<file path="config.mk">
export PLATFORM = sky130hd
export DESIGN_NAME = serial_fas
export DESIGN_NICKNAME = d
export VERILOG_FILES = /design/src/rtl/serial_fas_pkg.sv /design/src/rtl/fas.sv /design/src/rtl/serial_fas.sv
export SDC_FILE = /design/constraint.sdc
export NUM_CORES = 1
export LEC_CHECK = 0
export CORE_MARGIN = 3
export CORE_UTILIZATION = 50
export DETAILED_ROUTE_END_ITERATION = 16
export GPL_TIMING_DRIVEN = 0
export HOLD_SLACK_MARGIN = 0.08
export PLACE_DENSITY = 0.79
export SETUP_SLACK_MARGIN = 0.02
export SLEW_MARGIN = 20
export SYNTH_ARGS = -nofsm -noshare
export SYNTH_HDL_FRONTEND = slang
export SYNTH_SLANG_ARGS = --single-unit
</file>
<file path="constraint.sdc">
create_clock -name clk -period 1.5 [get_ports clk]
set_input_delay 0.45 -clock clk [delete_from_list [all_inputs] [get_ports clk]]
set_output_delay 0.45 -clock clk [all_outputs]
set_load 0.01 [all_outputs]
</file>
<file path="src/rtl/serial_fas_pkg.sv">
// Shared types and constants for the bit-serial adder/subtractor.
package serial_fas_pkg;

  typedef enum logic [1:0] {
    StIdle = 2'd0,
    StRun  = 2'd1,
    StDone = 2'd2
  } state_e;

  localparam logic OpAdd = 1'b1;
  localparam logic OpSub = 1'b0;

endpackage

</file>
<file path="src/rtl/fas.sv">
// One-bit full adder/subtractor cell; cout is the carry when adding, the borrow when subtracting.
module fas
  import serial_fas_pkg::*;
(
  input  logic a,
  input  logic b,
  input  logic cin,
  input  logic a_ns,
  output logic s,
  output logic cout
);

  logic a_eff;

  // Inverting a turns the majority carry into a borrow.
  assign a_eff = (a_ns == OpAdd) ? a : ~a;
  assign s     = a ^ b ^ cin;
  assign cout  = (a_eff & b) | (a_eff & cin) | (b & cin);

endmodule

</file>
<file path="src/rtl/serial_fas.sv">
// Bit-serial adder/subtractor: one fas cell plus a carry/borrow flop, LSB first over WIDTH cycles.
module serial_fas
  import serial_fas_pkg::*;
#(
  parameter int unsigned WIDTH = 8
) (
  input  logic             clk,
  input  logic             rst_n,
  input  logic             start_valid,
  output logic             start_ready,
  input  logic             a_ns,
  input  logic [WIDTH-1:0] op_a,
  input  logic [WIDTH-1:0] op_b,
  output logic             res_valid,
  input  logic             res_ready,
  output logic [WIDTH-1:0] result,
  output logic             cout,
  output logic             ovf
);

  localparam int unsigned CntW = $clog2(WIDTH);
  localparam logic [CntW-1:0] CntLast = CntW'(WIDTH - 1);

  state_e           state_q, state_d;
  logic [CntW-1:0]  cnt_q, cnt_d;
  logic [WIDTH-1:0] a_sh_q, a_sh_d;
  logic [WIDTH-1:0] b_sh_q, b_sh_d;
  logic [WIDTH-1:0] res_q, res_d;
  logic             c_q, c_d;
  logic             op_q, op_d;
  logic             a_msb_q, a_msb_d;
  logic             b_msb_q, b_msb_d;
  logic             cout_q, cout_d;
  logic             ovf_q, ovf_d;

  logic cell_s;
  logic cell_c;

  fas u_fas (
    .a    (a_sh_q[0]),
    .b    (b_sh_q[0]),
    .cin  (c_q),
    .a_ns (op_q),
    .s    (cell_s),
    .cout (cell_c)
  );

  always_comb begin
    state_d     = state_q;
    cnt_d       = cnt_q;
    a_sh_d      = a_sh_q;
    b_sh_d      = b_sh_q;
    res_d       = res_q;
    c_d         = c_q;
    op_d        = op_q;
    a_msb_d     = a_msb_q;
    b_msb_d     = b_msb_q;
    cout_d      = cout_q;
    ovf_d       = ovf_q;
    start_ready = 1'b0;
    res_valid   = 1'b0;

    case (state_q)
      StIdle: begin
        start_ready = 1'b1;
        if (start_valid) begin
          state_d = StRun;
          a_sh_d  = op_a;
          b_sh_d  = op_b;
          op_d    = a_ns;
          c_d     = 1'b0;
          cnt_d   = '0;
          a_msb_d = op_a[WIDTH-1];
          b_msb_d = op_b[WIDTH-1];
        end
      end
      StRun: begin
        res_d  = {cell_s, res_q[WIDTH-1:1]};
        a_sh_d = a_sh_q >> 1;
        b_sh_d = b_sh_q >> 1;
        c_d    = cell_c;
        cnt_d  = cnt_q + 1'b1;
        if (cnt_q == CntLast) begin
          state_d = StDone;
          cout_d  = cell_c;
          // cell_s is the result MSB on the last bit.
          if (op_q == OpSub) begin
            ovf_d = (a_msb_q != b_msb_q) & (cell_s != a_msb_q);
          end else begin
            ovf_d = (a_msb_q == b_msb_q) & (cell_s != a_msb_q);
          end
        end
      end
      StDone: begin
        res_valid = 1'b1;
        if (res_ready) begin
          state_d = StIdle;
        end
      end
      default: state_d = StIdle;
    endcase
  end

  always_ff @(posedge clk) begin
    if (!rst_n) begin
      state_q <= StIdle;
      cnt_q   <= '0;
      a_sh_q  <= '0;
      b_sh_q  <= '0;
      res_q   <= '0;
      c_q     <= 1'b0;
      op_q    <= OpAdd;
      a_msb_q <= 1'b0;
      b_msb_q <= 1'b0;
      cout_q  <= 1'b0;
      ovf_q   <= 1'b0;
    end else begin
      state_q <= state_d;
      cnt_q   <= cnt_d;
      a_sh_q  <= a_sh_d;
      b_sh_q  <= b_sh_d;
      res_q   <= res_d;
      c_q     <= c_d;
      op_q    <= op_d;
      a_msb_q <= a_msb_d;
      b_msb_q <= b_msb_d;
      cout_q  <= cout_d;
      ovf_q   <= ovf_d;
    end
  end

  assign result = res_q;
  assign cout   = cout_q;
  assign ovf    = ovf_q;

endmodule

</file>
==> qor.txt, run 1 <==
outcome: finished with violations
failing checks: negative setup slack
Setup crit end kind: output port
DRC viols: 0
remaining antenna violation count: 0
hold path start: rst_n
core footprint: 0.002877 mm2
Setup violations, final: 1
crit path time final: 1.506 ns
latest clock arrival within the worst-skew pair: 0.35 ns
CP arrival: 1.06 ns
asr flop ratio synth: 0%
clock skew: 0.01384 ns
layout cells sized above 1: 13.33%
min setup slack post-route: -0.006330 ns
drt total wl: 3521 um
hold crit path type: input port to flop
synth top area cells: dfxtp_1, nand2_1, o211a_1, nand3_1, a21boi_0
commonest cells in the netlist: nand2_1, dfxtp_1, nand3_1, o211a_1, a21boi_0
area leader, netlist: dfxtp_1
Power Total: 2.032 mW
vias in the first global route: 1340
Chip Width: 61.98 um
ANT cells: 0
hold depth: 2
Layout area overhead: 32.27%
pre-CTS WS: -0.4496 ns
GRT Resource Usage Total: 21.00%
r2r setup slk: 0.09 ns
CTS tree: yes
hpwl dp: 2574 um
post-layout util: 72.03%
reg2reg end: ovf
Worst VDD drop: 0.7600 mV
number of synthesized flops with an enable pin: 0
Crit Path Max Fanout: 8
Avg WL per Cell: 13.19 um
Slew headroom: 67.65%
clock sinks: 35
largest family of logic cells by synthesized area: simple AND/OR/NAND/NOR gates
Leakage: 0.9732 nW
Yosys top cell area share: 44.73%
sequential element share of the synthesized area: 44.73%
IO buf count: 31
PD cells: 980.8 mW/mm2
Core Rows: 19
post-synthesis mux area share: 0.6390%
routability congestion estimate from global placement: 0.7773
combinational share of power: 14.6%
switching power total: 500.4 uW
# IOs: 33
initial DRC count: 84
root buf cell: clkbuf_4
fin crit share: 100.4%
DIE AREA: 0.003841 mm2
Synth Flop Type: dfxtp_1
Pre-Repair DR Iteration Count: 4
Slew Viols, Final: 0
Clk pwr share: 35.6%
crit path max-delay cell type: dfxtp_2
XOR/XNOR share of the synthesized area: 2.556%
post-synth net total: 206
top-count cell post-synth: nand2_1
switching share of total power: 24.63%
CP Class: flop to output port
first-pass GRT wire length: 5837 um
fmax: 0.6639 GHz
vias per cell: 5.206
Flop pwr share: 49.8%
critical path's most frequent cell: buf_6
adder-cell share of the synthesized area: 2.236%
initial antenna violation count: 0
post-synthesis simple-gate area fraction: 26.20%
critical path data required time: 1.05 ns
gate count of the mapped netlist: 183
CP startpoint kind: flop
FF+latch count, synth: 35
CTS Buffer Depth: 2
die height: 61.98 um
layout net count: 247
slew at the pin with the worst max-slew slack: 0.4852 ns
Ys Warns: 0
total grt overflow: 0
Unique masters post-synth: 27
reg2reg start: c_q
r2r worst-path depth: 3
internal power: 1.532 mW
Final Hold Viols: 0
H-tree depth: 2
compound-gate portion of the synthesized area: 18.37%
crit-path cells: buf_6, nor2b_4, buf_6
Starting Density: 54.46%
TritonCTS Buffers: 5
largest net degree at the start of global routing: 12
Mapped Avg Cell Area: 8.560 um2
Hold EP: a_msb_q
clk slew on worst S/H paths: 0.12 ns
CP max stage delay: 0.34 ns
vias: 1390
RSZ-0062 raised after global routing: true
Netlist Area Pre-Place: 0.001567 mm2
max cap viols: 0
flip-flops by register name (all words and copies together) (netlist names):
signal / flops
ovf: 1
b_sh_q: 8
a_sh_q: 8
a_msb_q: 1
cout: 1
cnt_q: 3
result: 8
b_msb_q: 1
c_q: 1
op_q: 1
state_q: 2
worst max-delay path by stage:
| stage | slack (ns) | to | cells past startpoint | start |
|---|---|---|---|---|
| 6_report | -0.006 | res_valid | 3 | state_q[1] |
| 5_1_grt | -0.06 | res_valid | 3 | state_q[1] |
| 4_1_cts | -0.02 | res_valid | 3 | state_q[1] |
| 3_5_place_dp | -0.45 | a_sh_q[2] | 6 | start_valid |
| 3_3_place_gp | -0.44 | a_sh_q[0] | 6 | start_valid |
| 2_1_floorplan | 0.21 | ovf | 3 | c_q |
kinds of logic after synthesis:
kind of cell / Yosys count
AND/OR/NAND/NOR: 91
flip-flops: 35
AO/OA/AOI/OAI: 34
buffers and inverters: 16
XOR/XNOR: 3
adder cells (fa/ha/maj): 3
multiplexers: 1
power by group through the flow:
| stage | clock, mW | combinational (mW) | sequential (mW) |
|---|---|---|---|
| after detailed placement | 0 | 0.289 | 1.03 |
| after CTS | 0.725 | 0.290 | 1.01 |
| after floorplan | 0 | 0.185 | 1.03 |
| after global placement | 0 | 0.280 | 1.03 |
| final | 0.724 | 0.296 | 1.01 |
| after global routing | 0.774 | 0.330 | 1.02 |
critical path, delay by kind of cell (launching register included):
family / cells / cell delay [ns]
buf+inv: 2 / 0.23
flops: 1 / 0.34
simple gates: 1 / 0.15
area by class of cell:
class	count	area, um2
Fill cell	226	804.5
Clock buffer	6	51.30
Tap cell	42	52.55
Inverter	1	3.754
Buffer	15	107.6
Sequential cell	35	703.2
Multi-Input combinational cell	132	793.3
Clock inverter	2	35.03
Timing Repair Buffer	34	325.3
metrics by stage:
| step | hold slack (ns) | TNS, ns | area (um2) | std cells |
|---|---|---|---|---|
| 2_1_floorplan | 0.4437 | 0 | 1567 | 183 |
| 3_5_place_dp | 0.4597 | -8.023 | 1929 | 256 |
| 6_report | 0.4538 | -0.006330 | 2072 | 267 |
| 4_1_cts | 0.4662 | -0.02397 | 2018 | 264 |
| 5_1_grt | 0.4869 | -0.08860 | 2072 | 267 |
| 3_3_place_gp | 0.4499 | -7.556 | 1929 | 256 |
cells in the final DEF (no fill, tap or decap), types with 2 or more instances in the layout:
master and instances:
nand3_1 17, nand2b_1 4, buf_2 3, a21oi_1 3, a21boi_0 11, o211a_1 15
buf_6 5, nor3b_1 2, dfxtp_2 2, clkbuf_1 4, a22oi_1 2, nand2_1 53
clkbuf_4 6, clkdlybuf4s50_1 18, xnor2_1 2, nor2_1 3, ha_1 2, a21boi_1 2
dfxtp_1 33, nor2b_1 5, clkdlybuf4s15_1 5, buf_4 7, dlygate4sd2_1 5
layer usage:
| metal | up-vias | track usage, % | wire length, um |
|---|---|---|---|
| met5 | - | 0 | 0 |
| met4 | 0 | 9.091 | 49 |
| met3 | 6 | 6.198 | 161 |
| met2 | 28 | 35.65 | 1765 |
| met1 | 656 | 24.37 | 1544 |
| li1 | 700 | - | - |
repair_timing:
action / CTS / global route
setup buffers: 0 / 3
resized for setup: 26 / 17
pin swaps: 0 / 0
hold buffers: 0 / 0
endpoints found under the setup margin: 23 / 29
No activity file was read; power rests on OpenSTA's default activity.
==> inputs of run 2 (changes only) <==
Settings changed: CORE_MARGIN 3 to 2, GPL_TIMING_DRIVEN 0 to unset.
==> qor.txt, run 2 (synthesis results as in run 1) <==
Leakage: 0.9567 nW
DRC viols: 0
Placed Cells: 252
CP Class: flop to output port
hold depth: 2
first-pass GRT wire length: 5188 um
hold crit path type: flop to flop
TritonCTS Buffers: 5
r2r setup slk: 0.07 ns
sequential cell area: 703.2 um2
layout net count: 239
layout cells sized above 1: 11.52%
Avg WL per Cell: 12.00 um
DIE AREA: 0.003597 mm2
outcome: finished clean
crit path time final: 1.430 ns
crit-path cells: dlygate4sd2_1
root buf cell: clkbuf_4
CP max stage delay: 0.36 ns
Setup TNS: 0 ns
hpwl dp: 2211 um
Fillers: 259
CP startpoint kind: flop
# IOs: 33
Core Rows: 20
CTS Buffer Depth: 2
Buf/Inv on CP: 1
crit path max-delay cell type: dfxtp_1
CTS tree: yes
most frequent cells in the layout: nand2_1, dfxtp_1, clkdlybuf4s50_1, nand3_1, o211a_1
IO buf count: 32
commonest non-fill, non-tap cell in the layout: nand2_1
Crit path max-delay family: flip-flops
Pre-Repair DR Iteration Count: 4
GRT Resource Usage Total: 19.17%
largest net degree at the start of global routing: 36
routability congestion estimate from global placement: 0.8041
Starting Density: 51.74%
H-tree depth: 2
hold path start: result[2]
ANT cells: 0
remaining antenna violation count: 0
initial antenna violation count: 0
max cap viols: 0
Finished Layout Cells: 261
clk slew on worst S/H paths: 0.10 ns
die height: 59.98 um
Setup violations, final: 0
critical path data required time: 1.05 ns
vias per cell: 5.195
footprint of the multi-input gates: 800.8 um2
Layout area overhead: 28.03%
hold_buf cts: 0
core footprint: 0.003028 mm2
vias in the first global route: 1297
vias: 1356
Setup crit end kind: output port
Slew headroom: 85.55%
clock skew: 0.006856 ns
Slew Viols, Final: 0
clock sinks: 35
drt total wl: 3133 um
reg2reg end: ovf
Final Hold Viols: 0
slew at the pin with the worst max-slew slack: 0.2158 ns
initial DRC count: 44
RSZ-0062 raised after global routing: false
fmax: 0.6993 GHz
CP arrival: 0.98 ns
latest clock arrival within the worst-skew pair: 0.33 ns
cell depth of the worst setup path: 1
Hold EP: result[2]
PD cells: 893.3 mW/mm2
reg2reg start: a_sh_q[0]
r2r worst-path depth: 3
Crit Path Max Fanout: 3
Chip Width: 59.98 um
fin crit share: 95.33%
total grt overflow: 0
Worst VDD drop: 0.5286 mV
==> run 2: cell types whose count changed in the layout (fill, tap and decap cells not counted), moves of 2 or more <==
cell	delta
buf_12	+2
buf_2	-2
clkdlybuf4s15_1	-5
buf_6	-5
clkbuf_1	-2
dlygate4sd2_1	+5
==> run 2: layout make-up <==
cell class	instances	share of cell area (%)
Tap cell	44	2.745
Multi-Input combinational cell	132	39.93
Clock inverter	1	0.2495
Sequential cell	35	35.06
Clock buffer	7	2.246
Timing Repair Buffer	41	19.59
Inverter	1	0.1871
==> run 2: power by group <==
part / total, mW / switching [mW] / internal [mW]
registers: 1.01 / 0.0336 / 0.980
clock network: 0.480 / 0.297 / 0.183
logic: 0.298 / 0.131 / 0.167
total: 1.79 / 0.462 / 1.33
==> run 2: worst max-delay path by stage <==
stage | endpoint | slack [ns] | startpoint
5_1_grt | ovf | 0.01 | a_sh_q[0]
6_report | result[5] | 0.07 | result[5]
3_3_place_gp | c_q | -0.29 | start_valid
2_1_floorplan | ovf | 0.21 | c_q
3_5_place_dp | c_q | -0.31 | start_valid
4_1_cts | start_ready | 0.03 | state_q[1]
==> run 2: what timing repair did <==
item | 4_1_cts | 5_1_grt
gates cloned | 0 | 0
pin swaps | 0 | 1
resized for setup | 19 | 6
buffers inserted | 0 | 1
setup endpoints to repair | 12 | 21
==> run 2: stage by stage <==
step | utilization, % | worst slack (ns) | instance area, um2 | hold slack, ns | total power [mW]
global placement | 64.34 | -0.2895 | 1948 | 0.4500 | 1.313
detailed placement | 64.34 | -0.3071 | 1948 | 0.4643 | 1.324
CTS | 65.58 | 0.03233 | 1986 | 0.4761 | 1.803
global route | 66.24 | 0.01376 | 2006 | 0.4940 | 1.887
finish | 66.24 | 0.07009 | 2006 | 0.4731 | 1.792
floorplan | - | 0.2132 | 1567 | 0.4437 | 1.211
==> run 2: layer usage <==
metal  track usage [%]  vias to the layer above  part of all wire [%]
li1                  -                      688                     -
met1             21.53                      626                    44
met2             33.23                       37                    49
met3             5.844                        5                   6.0
met4             8.254                        0                   1.3
met5                 0                        -                     0
